[config.mk]
export PLATFORM = sky130hd
export DESIGN_NAME = bus_target_mem_flat
export DESIGN_NICKNAME = d
export VERILOG_FILES = /design/src/rtl/bus_target_pkg.sv /design/src/rtl/bus_target_mem_if.sv /design/src/rtl/bus_target_storage.sv /design/src/rtl/bus_target_mem.sv /design/src/flat_wrapper.sv
export SDC_FILE = /design/constraint.sdc
export NUM_CORES = 1
export LEC_CHECK = 0
export ABC_AREA = 1
export BUFFER_PORTS_ARGS = -buffer_cell sky130_fd_sc_hd__buf_2
export CORE_ASPECT_RATIO = 1.1
export CORE_MARGIN = 5
export CORE_UTILIZATION = 25
export CTS_CLUSTER_DIAMETER = 200
export DETAILED_ROUTE_END_ITERATION = 10
export PLACE_DENSITY_LB_ADDON = 0.25
export SLEW_MARGIN = 20
export SYNTH_ARGS = -nofsm -noshare
export SYNTH_HDL_FRONTEND = slang
export SYNTH_HIERARCHICAL = 1
export SYNTH_SLANG_ARGS = --single-unit
[constraint.sdc]
create_clock -name clk -period 2.8 [get_ports clk]
set_clock_uncertainty 0.15 [all_clocks]
set_input_delay 0.28 -clock clk [delete_from_list [all_inputs] [get_ports clk]]
set_output_delay 0.28 -clock clk [all_outputs]
set_load 0.01 [all_outputs]
[src/rtl/bus_target_pkg.sv]
// Shared types and default parameter values for the bus target memory.
package bus_target_pkg;

  localparam int unsigned DEF_DATA_W    = 8;
  localparam int unsigned DEF_ADDR_W    = 16;
  localparam int unsigned DEF_MEM_AW    = 4;
  localparam int unsigned DEF_BASE_ADDR = 0;
  localparam int unsigned DEF_READ_LAT  = 1;
  localparam int unsigned DEF_WDATA_TMO = 16;
  // Wide enough for both READ_LAT (<=15) and WDATA_TMO (<=255)
  localparam int unsigned CNT_W         = 8;

  typedef enum logic [1:0] {
    IDLE       = 2'd0,
    WAIT_WDATA = 2'd1,
    READ_WAIT  = 2'd2,
    RESP       = 2'd3
  } state_t;

endpackage

[src/rtl/bus_target_mem_if.sv]
// Request/response bus between a master and the bus target memory.
interface bus_target_mem_if #(
  parameter int unsigned DATA_W = 8,
  parameter int unsigned ADDR_W = 16
);
  logic [ADDR_W-1:0] s_address_in;
  logic              s_address_in_valid;
  logic              s_rw;
  logic [DATA_W-1:0] s_data_in;
  logic              s_data_in_valid;
  logic [DATA_W-1:0] s_data_out;
  logic              s_data_out_valid;
  logic              s_ack;
  logic              s_err;
  logic              s_ready;
  logic [DATA_W-1:0] s_last_write;

  modport master (
    output s_address_in, s_address_in_valid, s_rw, s_data_in, s_data_in_valid,
    input  s_data_out, s_data_out_valid, s_ack, s_err, s_ready, s_last_write
  );

  modport slave (
    input  s_address_in, s_address_in_valid, s_rw, s_data_in, s_data_in_valid,
    output s_data_out, s_data_out_valid, s_ack, s_err, s_ready, s_last_write
  );
endinterface

[src/rtl/bus_target_storage.sv]
// Word array with synchronous write and combinational read; intentionally not reset.
module bus_target_storage #(
  parameter int unsigned DATA_W = 8,
  parameter int unsigned AW     = 4
) (
  input  logic              clk,
  input  logic              we,
  input  logic [AW-1:0]     waddr,
  input  logic [DATA_W-1:0] wdata,
  input  logic [AW-1:0]     raddr,
  output logic [DATA_W-1:0] rdata_c
);
  localparam int unsigned DEPTH = 1 << AW;

  logic [DATA_W-1:0] mem [DEPTH];

  always_ff @(posedge clk) begin
    if (we) mem[waddr] <= wdata;
  end

  assign rdata_c = mem[raddr];
endmodule

[src/rtl/bus_target_mem.sv]
// Memory-mapped bus target: decodes a window, serves reads with fixed latency,
// waits (bounded) for late write data.
module bus_target_mem
  import bus_target_pkg::*;
#(
  parameter int unsigned DATA_W    = DEF_DATA_W,
  parameter int unsigned ADDR_W    = DEF_ADDR_W,
  parameter int unsigned MEM_AW    = DEF_MEM_AW,
  parameter int unsigned BASE_ADDR = DEF_BASE_ADDR,
  parameter int unsigned READ_LAT  = DEF_READ_LAT,
  parameter int unsigned WDATA_TMO = DEF_WDATA_TMO
) (
  input logic              clk,
  input logic              rst_n,
  bus_target_mem_if.slave  bus
);
  localparam int unsigned TAG_W = ADDR_W - MEM_AW;
  localparam logic [TAG_W-1:0] BASE_TAG = TAG_W'(BASE_ADDR);
  localparam logic [CNT_W-1:0] RD_LAST  = CNT_W'((READ_LAT > 1) ? READ_LAT - 2 : 0);
  localparam logic [CNT_W-1:0] TMO_LAST = CNT_W'(WDATA_TMO - 1);

  state_t              state_q, state_d;
  logic [MEM_AW-1:0]   idx_q, idx_d;
  logic [CNT_W-1:0]    cnt_q, cnt_d;
  logic                ack_q, ack_d;
  logic                err_q, err_d;
  logic                dvalid_q, dvalid_d;
  logic                ready_q, ready_d;
  logic [DATA_W-1:0]   dout_q, dout_d;
  logic [DATA_W-1:0]   lw_q, lw_d;

  logic                hit_c;
  logic [MEM_AW-1:0]   req_idx_c;
  logic                we_c;
  logic [MEM_AW-1:0]   mem_addr_c;
  logic [DATA_W-1:0]   rdata_c;

  assign hit_c      = (bus.s_address_in[ADDR_W-1:MEM_AW] == BASE_TAG);
  assign req_idx_c  = bus.s_address_in[MEM_AW-1:0];
  // In IDLE the live request index addresses storage; otherwise the latched one
  assign mem_addr_c = (state_q == IDLE) ? req_idx_c : idx_q;

  bus_target_storage #(.DATA_W(DATA_W), .AW(MEM_AW)) u_storage (
    .clk     (clk),
    .we      (we_c),
    .waddr   (mem_addr_c),
    .wdata   (bus.s_data_in),
    .raddr   (mem_addr_c),
    .rdata_c (rdata_c)
  );

  always_ff @(posedge clk or negedge rst_n) begin
    if (!rst_n) begin
      state_q  <= IDLE;
      idx_q    <= '0;
      cnt_q    <= '0;
      ack_q    <= 1'b0;
      err_q    <= 1'b0;
      dvalid_q <= 1'b0;
      ready_q  <= 1'b1;
      dout_q   <= '0;
      lw_q     <= '0;
    end else begin
      state_q  <= state_d;
      idx_q    <= idx_d;
      cnt_q    <= cnt_d;
      ack_q    <= ack_d;
      err_q    <= err_d;
      dvalid_q <= dvalid_d;
      ready_q  <= ready_d;
      dout_q   <= dout_d;
      lw_q     <= lw_d;
    end
  end

  always_comb begin
    state_d  = state_q;
    idx_d    = idx_q;
    cnt_d    = cnt_q;
    ack_d    = 1'b0;
    err_d    = 1'b0;
    dvalid_d = 1'b0;
    dout_d   = dout_q;
    lw_d     = lw_q;
    we_c     = 1'b0;

    case (state_q)
      IDLE: begin
        if (bus.s_address_in_valid) begin
          if (!hit_c) begin
            ack_d = 1'b1;
            err_d = 1'b1;
          end else if (bus.s_rw) begin
            if (bus.s_data_in_valid) begin
              we_c  = 1'b1;
              lw_d  = bus.s_data_in;
              ack_d = 1'b1;
            end else begin
              idx_d   = req_idx_c;
              cnt_d   = '0;
              state_d = WAIT_WDATA;
            end
          end else if (READ_LAT == 1) begin
            dout_d   = rdata_c;
            dvalid_d = 1'b1;
            ack_d    = 1'b1;
          end else begin
            idx_d   = req_idx_c;
            cnt_d   = '0;
            state_d = READ_WAIT;
          end
        end
      end
      WAIT_WDATA: begin
        if (bus.s_data_in_valid) begin
          we_c    = 1'b1;
          lw_d    = bus.s_data_in;
          ack_d   = 1'b1;
          state_d = IDLE;
        end else if (cnt_q == TMO_LAST) begin
          ack_d   = 1'b1;
          err_d   = 1'b1;
          state_d = IDLE;
        end else begin
          cnt_d = cnt_q + CNT_W'(1);
        end
      end
      READ_WAIT: begin
        // Response registers load on the last wait cycle so they show in RESP
        if (cnt_q == RD_LAST) begin
          dout_d   = rdata_c;
          dvalid_d = 1'b1;
          ack_d    = 1'b1;
          state_d  = RESP;
        end else begin
          cnt_d = cnt_q + CNT_W'(1);
        end
      end
      RESP:    state_d = IDLE;
      default: state_d = IDLE;
    endcase

    ready_d = (state_d == IDLE);
  end

  assign bus.s_ack            = ack_q;
  assign bus.s_err            = err_q;
  assign bus.s_data_out_valid = dvalid_q;
  assign bus.s_data_out       = dout_q;
  assign bus.s_ready          = ready_q;
  assign bus.s_last_write     = lw_q;
endmodule

[src/flat_wrapper.sv]
// flat-port wrapper written by rule: the top's interface ports become plain ports
module bus_target_mem_flat import bus_target_pkg::*;
#(
  parameter int unsigned DATA_W    = DEF_DATA_W,
  parameter int unsigned ADDR_W    = DEF_ADDR_W,
  parameter int unsigned MEM_AW    = DEF_MEM_AW,
  parameter int unsigned BASE_ADDR = DEF_BASE_ADDR,
  parameter int unsigned READ_LAT  = DEF_READ_LAT,
  parameter int unsigned WDATA_TMO = DEF_WDATA_TMO
)
  (clk, rst_n, bus_s_address_in, bus_s_address_in_valid, bus_s_rw, bus_s_data_in, bus_s_data_in_valid, bus_s_data_out, bus_s_data_out_valid, bus_s_ack, bus_s_err, bus_s_ready, bus_s_last_write);
  bus_target_mem_if #(.DATA_W(DATA_W), .ADDR_W(ADDR_W)) bus_i ();
  input logic clk;
  input logic rst_n;
  input wire logic [$bits(bus_i.s_address_in)-1:0] bus_s_address_in;
  input wire logic [$bits(bus_i.s_address_in_valid)-1:0] bus_s_address_in_valid;
  input wire logic [$bits(bus_i.s_rw)-1:0] bus_s_rw;
  input wire logic [$bits(bus_i.s_data_in)-1:0] bus_s_data_in;
  input wire logic [$bits(bus_i.s_data_in_valid)-1:0] bus_s_data_in_valid;
  output wire logic [$bits(bus_i.s_data_out)-1:0] bus_s_data_out;
  output wire logic [$bits(bus_i.s_data_out_valid)-1:0] bus_s_data_out_valid;
  output wire logic [$bits(bus_i.s_ack)-1:0] bus_s_ack;
  output wire logic [$bits(bus_i.s_err)-1:0] bus_s_err;
  output wire logic [$bits(bus_i.s_ready)-1:0] bus_s_ready;
  output wire logic [$bits(bus_i.s_last_write)-1:0] bus_s_last_write;
  assign bus_i.s_address_in = bus_s_address_in;
  assign bus_i.s_address_in_valid = bus_s_address_in_valid;
  assign bus_i.s_rw = bus_s_rw;
  assign bus_i.s_data_in = bus_s_data_in;
  assign bus_i.s_data_in_valid = bus_s_data_in_valid;
  assign bus_s_data_out = bus_i.s_data_out;
  assign bus_s_data_out_valid = bus_i.s_data_out_valid;
  assign bus_s_ack = bus_i.s_ack;
  assign bus_s_err = bus_i.s_err;
  assign bus_s_ready = bus_i.s_ready;
  assign bus_s_last_write = bus_i.s_last_write;
  bus_target_mem #(.DATA_W(DATA_W), .ADDR_W(ADDR_W), .MEM_AW(MEM_AW), .BASE_ADDR(BASE_ADDR), .READ_LAT(READ_LAT), .WDATA_TMO(WDATA_TMO)) u_core (.clk(clk), .rst_n(rst_n), .bus(bus_i));
endmodule
# --- Word-level counts from Yosys, hierarchy flattened ---
# Memories as Yosys holds them, arrays and structs flattened.
# Index checks and enable logic that the tools add are counted.
word_totals:
  n_memories: 1
  input_bits: 29
  latch_bits: 0
  ramBits: 128
  ff_bits: 34
  output_inout_bits: 20
  mem_bits_ro: 0
  word_cells: 85
classes:
  reduce_logical: 11
  n_mux: 49
  div: 0
  n_mul: 0
  order_cmp: 0
  addsub: 1
  bitwise_logic: 1
  eq_ne: 13
  shift: 0
memory_table:
  columns: ["name", "depth", "width", "read_ports", "rd_clocked_by_memory_dff", "write_ports", "line", "rtl"]
  rows:
  - ["u_core.u_storage.mem", 16, 8, 1, 0, 1, "bus_target_storage.sv:15", "logic [DATA_W-1:0] mem [DEPTH];"]
ops:
  columns: ["operator", "count"]
  rows:
  - ["$mux W8", 15]
  - ["$pmux W8 S2", 2]
  - ["$pmux W8 S3", 1]
  - ["$mux W1", 18]
  - ["$mux W2", 7]
  - ["$ne A2 B2 Y1 const B", 7]
  - ["$logic_not A12 Y1", 1]
  - ["$reduce_and A5 Y1", 2]
  - ["$add A8 B1 Y8 const B", 1]
  - ["$eq A8 B4 Y1 const B", 1]
  - ["$logic_not A8 Y1", 1]
  - ["$pmux W2 S4", 1]
  - ["$reduce_and A8 Y1", 1]
  - ["$pmux W1 S2", 3]
  - ["$eq A2 B2 Y1 const B", 2]
  - ["$logic_not A2 Y1", 2]
  - ["$mux W4", 1]
  - ["$ne A2 B1 Y1 const B", 2]
  - ["$reduce_and A4 Y1", 1]
  - ["$reduce_bool A2 Y1", 2]
  - ["$pmux W1 S3", 1]
  - ["$reduce_bool A3 Y1", 1]
  - ["$eq A2 B1 Y1 const B", 1]
  - ["$not A1 Y1", 1]

# --- Depth between registers and ports, before layout ---
logic_depth:
  depth_word: 7
  depth_mapped: 15
  ltp_nobuf: 13

# --- Modules after synthesis ---
# The synthesis kept the hierarchy.
by_module_without_submodules:
  columns: ["mod", "n_inst", "cells_per_inst", "seq_area_each_um2", "area_per_inst_um2"]
  rows:
  - ["bus_target_storage", 1, 543, 3843.7, 5606.6]
  - ["bus_target_mem", 1, 246, 852.1, 1920.6]

# --- Least setup slack after synthesis ---
# No wires, ideal clock.
synth_path:
  kind: "flip-flop to flip-flop"
  from: "register u_core.state_q[1]"
  to: "memory u_core.u_storage.mem[13][0] (enable)"
  arrival_time_ns: 2.010
  slack_ns: 0.270
  required_time_ns: 2.280
  stages_incl_launch_ff: 7
  synth_period_minus_slack_ns: 2.530
  setup_time_ns: 0.370
  path_buffers: 1
  path_cell_list: "dfrtp_1 inv_1 ha_1 clkbuf_1 o21ai_0 nand2_1 nor2_1"
synth_via:
  word_cells_on_any_way: 6
  classes_between: "eq/ne (1); mux (4); reduce/logical (1)"
synth_lines:
  columns: ["item", "line", "rtl"]
  rows:
  - ["start, declared", "bus_target_mem.sv:22", "state_t state_q, state_d;"]
  - ["start signal, assigned", "bus_target_mem.sv:64", "state_q <= state_d;"]
  - ["$logic_not A2 Y1", "bus_target_mem.sv:41", "assign mem_addr_c = (state_q == IDLE) ? req_idx_c : idx_q;"]
  - ["$mux W4", "bus_target_mem.sv:41", null]
  - ["named net u_core.mem_addr_c[0]", "bus_target_mem.sv:35", "logic [MEM_AW-1:0] mem_addr_c;"]
  - ["end, declared", "bus_target_storage.sv:15", null]
# The timed path passes the listed nets, and every way through them passes these cells.

# --- Worst setup path in the final report ---
layout_path:
  from: "register u_core.state_q[1]"
  to: "memory u_core.u_storage.mem[12][4] (enable)"
layout_via:
  elab_chain_len: 4
  word_cells_on_any_way: 6
  classes_between: "eq/ne (1); mux (4); reduce/logical (1)"
layout_rtl:
  columns: ["item", "line", "rtl"]
  rows:
  - ["$eq A2 B1 Y1 / $logic_not A2 Y1 (equally long branches)", "bus_target_mem.sv:87", "case (state_q)"]
  - ["$pmux W1 S2 *", "bus_target_mem.sv:87", null]
  - ["named net u_core.we_c", "bus_target_mem.sv:34", "logic we_c;"]
  - ["$mux W1 *", "bus_target_storage.sv:18", "if (we) mem[waddr] <= wdata;"]
  - ["$mux W1 (implied by the code) *", "bus_target_storage.sv:18", null]
# The timed path passes the listed nets; every way through them passes the cells marked *.

==> key figures <==
Run status
  • Status: finished clean

Drt
  • Number of vias per cell after detailed routing: between 4 and 5
  • Detailed-router iteration count before antenna repair: 7
  • Number of design rule violations left after detail routing: 0
  • 1st-iter DRT viols: 312
  • Via Count: roughly 5400
  • Remaining number of nets flagged by the antenna check after routing: 0
  • Total detailed-routing wirelength: a little under 20000 µm
  • Detailed-route wire length per cell: 15.81 µm

Clock tree
  • Source-to-sink clock delay at the later pin of the worst-skew pair: approximately 0.42 ns
  • CTS tree: yes
  • Buffers inserted by post-CTS timing repair: 0
  • Clock-pin slew of the registers on the worst-case setup and hold paths: approximately 0.060 ns
  • Number of buffers inserted during clock tree synthesis: 17
  • Root cell of the clock tree: sky130_fd_sc_hd__clkbuf_16
  • TritonCTS Sinks: roughly 160
  • Max H-tree Level: 4
  • Buffer levels on the longest clock path: 2

Yosys
  • Most common flop cell mapped by yosys: sky130_fd_sc_hd__edfxtp_1
  • Cell type with the highest aggregate area in the netlist: sky130_fd_sc_hd__edfxtp_1
  • Post-synth net total: around 830
  • Count of flip-flops with a built-in enable after synthesis: ~130
  • Syn Inst Count: 789
  • Sequential share of the synthesized area: 0.6238
  • Synth cell types: 33
  • Average footprint of a synthesized cell: 9.540 µm²
  • Area share of the largest cell type after synthesis: 0.5106
  • Total standard cell area after synthesis: ~7500 µm²
  • Cell types occupying the most area after synthesis: sky130_fd_sc_hd__edfxtp_1, sky130_fd_sc_hd__nand2_1, sky130_fd_sc_hd__dfrtp_1
  • Synth Warn #: 6
  • Async set or reset register ratio after synthesis: 0.2099
  • Number of storage elements in the synthesis netlist: between 150 and 200

Worst setup path
  • Maximum single-stage delay on the critical path: around 0.63 ns
  • Type of the setup path with the least slack: reg -> reg
  • Setup crit end kind: flop
  • WP data arrival: roughly 2.5 ns
  • Worst reg2reg path depth: 7
  • Total number of cells along the worst setup path: 7
  • Series of cell instances along the critical path: inv_1, ha_2, nand4_1, o21ai_0, buf_4, nand3_1, nor2_1
  • Required time of the critical path: between 2 and 3 ns
  • Cell type group with the largest total delay on the critical path: simple AND/OR/NAND/NOR gates
  • Buffers & Inverters on Critical Path: 2
  • Top fanout value on the critical path: 11
  • Kind of start point of the critical path: flop
  • Max stage delay cell, worst path: sky130_fd_sc_hd__nor2_1

STA
  • Normalized max-slew margin: 0.4220
  • Unrepaired setup endpoints after global routing: no
  • Total count of hold-check failures in the final report: 0
  • Setup_tns: 0 ns
  • Tcrit/Tclk final: 0.9128
  • Setup slack after layout: around 0.24 ns
  • Max-slew violation count: 0
  • Final setup vio count: 0
  • Shortest clock period the worst path allows after layout: 2.556 ns
  • Slew at the pin with the worst max-slew slack: just under 0.9 ns
  • Timing-limited maximum frequency: 391.3 MHz

Power and ir drop
  • Worst vdd ir: between 400 and 500 µV
  • Total power per unit cell area: around 590 nW/µm²
  • Switching power as a share of total power: 0.2258
  • Clock network fraction of total power: 0.448
  • Fraction of power consumed by combinational cells: 0.058
  • Internal: 4.095 mW
  • Leak pwr: ~4 nW
  • Power spent charging and discharging nets: around 1.2 mW
  • Proportion of power drawn by flip-flops and latches: 0.494

Placed design
  • Number of port buffers: between 40 and 50
  • Sum of net half-perimeters after detailed placement: approximately 13000 µm
  • Minimum setup slack after placement: 0.1313 ns
  • Global placement routability congestion: 0.8850

Floorplanning
  • Floorplan die width: 175.4 µm
  • Number of cell rows: 66
  • Io pins: 49
  • Height of the die: about 190 µm
  • DIE AREA: 33680 µm²
  • Initial Utilization: 0.2539
  • Std-Cell Core Area: 29650 µm²

Global route
  • Global-route wire length before repair: roughly 31000 µm
  • Largest net degree at the start of global routing: 41
  • Number of global-route vias before repair: roughly 5400
  • Number of antenna violations at the first check in global routing: 0
  • Global-route usage over all layers: 0.1197
  • GR Overflow Total: 0

Flow run
  • Number of max-cap violations: 0

Min path
  • Worst hold path type: in -> reg
  • Hold depth: 2

Finish
  • Most common cell after layout, fill and taps aside: sky130_fd_sc_hd__nand2_1
  • Share of post-route cells with drive strength above 1: 0.1510
  • Leading cell types in the layout, fill and taps excluded: sky130_fd_sc_hd__nand2_1, sky130_fd_sc_hd__nand3_1, sky130_fd_sc_hd__edfxtp_1
  • Area Overhead vs Synth: 18.68%
  • Number of fill cells in the layout: slightly above 3000
  • Antenna cell count: 0
  • # nets final: around 900
## worst paths after layout
path / from / end / slack (ns)
worst max-delay path: u_core/state_q[1] / u_core/u_storage/mem[12][4] / 0.24
worst min-delay path: bus_s_data_in_valid / u_core/bus.s_err / 0.04
worst max register to register: u_core/state_q[1] / u_core/u_storage/mem[12][4] / 0.24
worst min register to register: u_core/bus.s_last_write[0] / u_core/bus.s_last_write[0] / 0.32
max in group asynchronous: rst_n / u_core/bus.s_data_out[4] / 1.60
min in group asynchronous: rst_n / u_core/cnt_q[6] / 0.35
## worst reg2reg max path, delay by kind of cell, from the launching register on
| kind | cells | cell delay [ns] |
|---|---|---|
| flip-flops | 1 | 0.38 |
| AO/OA/AOI/OAI | 1 | 0.20 |
| adder cells (fa/ha/maj) | 1 | 0.31 |
| buffers and inverters | 2 | 0.28 |
| AND/OR/NAND/NOR | 3 | 0.87 |
## stage by stage
stage | instances | util | hold slack, ns | power (mW) | area (µm²)
after detailed placement | 1211 | 0.2793 | 0.2930 | 2.973 | 8280
final | 1248 | 0.3013 | 0.03524 | 5.290 | 8934
after global placement | 1211 | 0.2793 | 0.2903 | 2.973 | 8280
after floorplan | 789 | - | -0.1656 | 2.823 | 7527
after global routing | 1248 | 0.3013 | 0.03173 | 5.487 | 8934
after CTS | 1248 | 0.3009 | 0.02182 | 5.351 | 8921
## area by class of cell
cell class / instances / area (µm²) / share of cell area
Clock buffer: 18 / 429.2 / 0.04804
Clock inverter: 14 / 161.4 / 0.01807
Inverter: 125 / 469.2 / 0.05252
Multi-Input combinational cell: 475 / 2205 / 0.2468
Sequential cell: 162 / 4696 / 0.5256
Tap cell: 374 / 467.9 / 0.05238
Timing Repair Buffer: 80 / 505.5 / 0.05658
## state kept, by name (all words and copies together) (netlist names)
name,count
u_core/bus.s_ready,1
u_core/state_q,2
u_core/bus.s_err,1
u_core/bus.s_ack,1
u_core/cnt_q,8
u_core/u_storage/mem,128
u_core/idx_q,4
u_core/bus.s_last_write,8
u_core/bus.s_data_out,8
u_core/bus.s_data_out_valid,1
## logic make-up after synthesis
| kind of cell | count (synthesis) | share of synthesized area |
|---|---|---|
| buf+inv | 152 | 0.08693 |
| fa+ha+maj | 8 | 0.01330 |
| compound gates | 19 | 0.01513 |
| simple gates | 448 | 0.2608 |
| flops | 162 | 0.6238 |
## cell usage after synthesis, types with 2 or more instances
cell	number
sky130_fd_sc_hd__nand2_4	5
sky130_fd_sc_hd__nand3_1	129
sky130_fd_sc_hd__nor2_2	2
sky130_fd_sc_hd__edfxtp_1	128
sky130_fd_sc_hd__buf_6	6
sky130_fd_sc_hd__nand3b_1	4
sky130_fd_sc_hd__dfrtp_1	33
sky130_fd_sc_hd__buf_2	13
sky130_fd_sc_hd__o21ai_0	10
sky130_fd_sc_hd__nor3_2	2
sky130_fd_sc_hd__ha_1	8
sky130_fd_sc_hd__nand2_2	2
sky130_fd_sc_hd__inv_1	122
sky130_fd_sc_hd__nor2_1	37
sky130_fd_sc_hd__nor3b_1	2
sky130_fd_sc_hd__buf_4	6
sky130_fd_sc_hd__inv_2	3
sky130_fd_sc_hd__nand4_1	2
sky130_fd_sc_hd__a21oi_1	4
sky130_fd_sc_hd__nand2_1	258
## what timing repair did
item,in CTS,in global routing
endpoints found under the setup margin,0,57
hold buffers,5,0
gates resized for setup,0,5
hold endpoints to repair,37,0
## power by group through the flow
stage / Combinational (mW) / Sequential (mW) / Clock, mW
detailed placement: 0.308 / 2.66 / 0
global route: 0.346 / 2.61 / 2.53
floorplan: 0.158 / 2.67 / 0
CTS: 0.314 / 2.61 / 2.42
global placement: 0.308 / 2.66 / 0
finish: 0.306 / 2.61 / 2.37
## per-layer routing
| layer | vias up | share of wire | track usage |
|---|---|---|---|
| met5 | - | 0 | 0 |
| met2 | 92 | 0.51 | 0.2125 |
| met4 | 0 | 0.017 | 0.03149 |
| li1 | 2679 | - | - |
| met3 | 23 | 0.032 | 0.02323 |
| met1 | 2556 | 0.44 | 0.1498 |
Power figures use the tool's default switching activity.
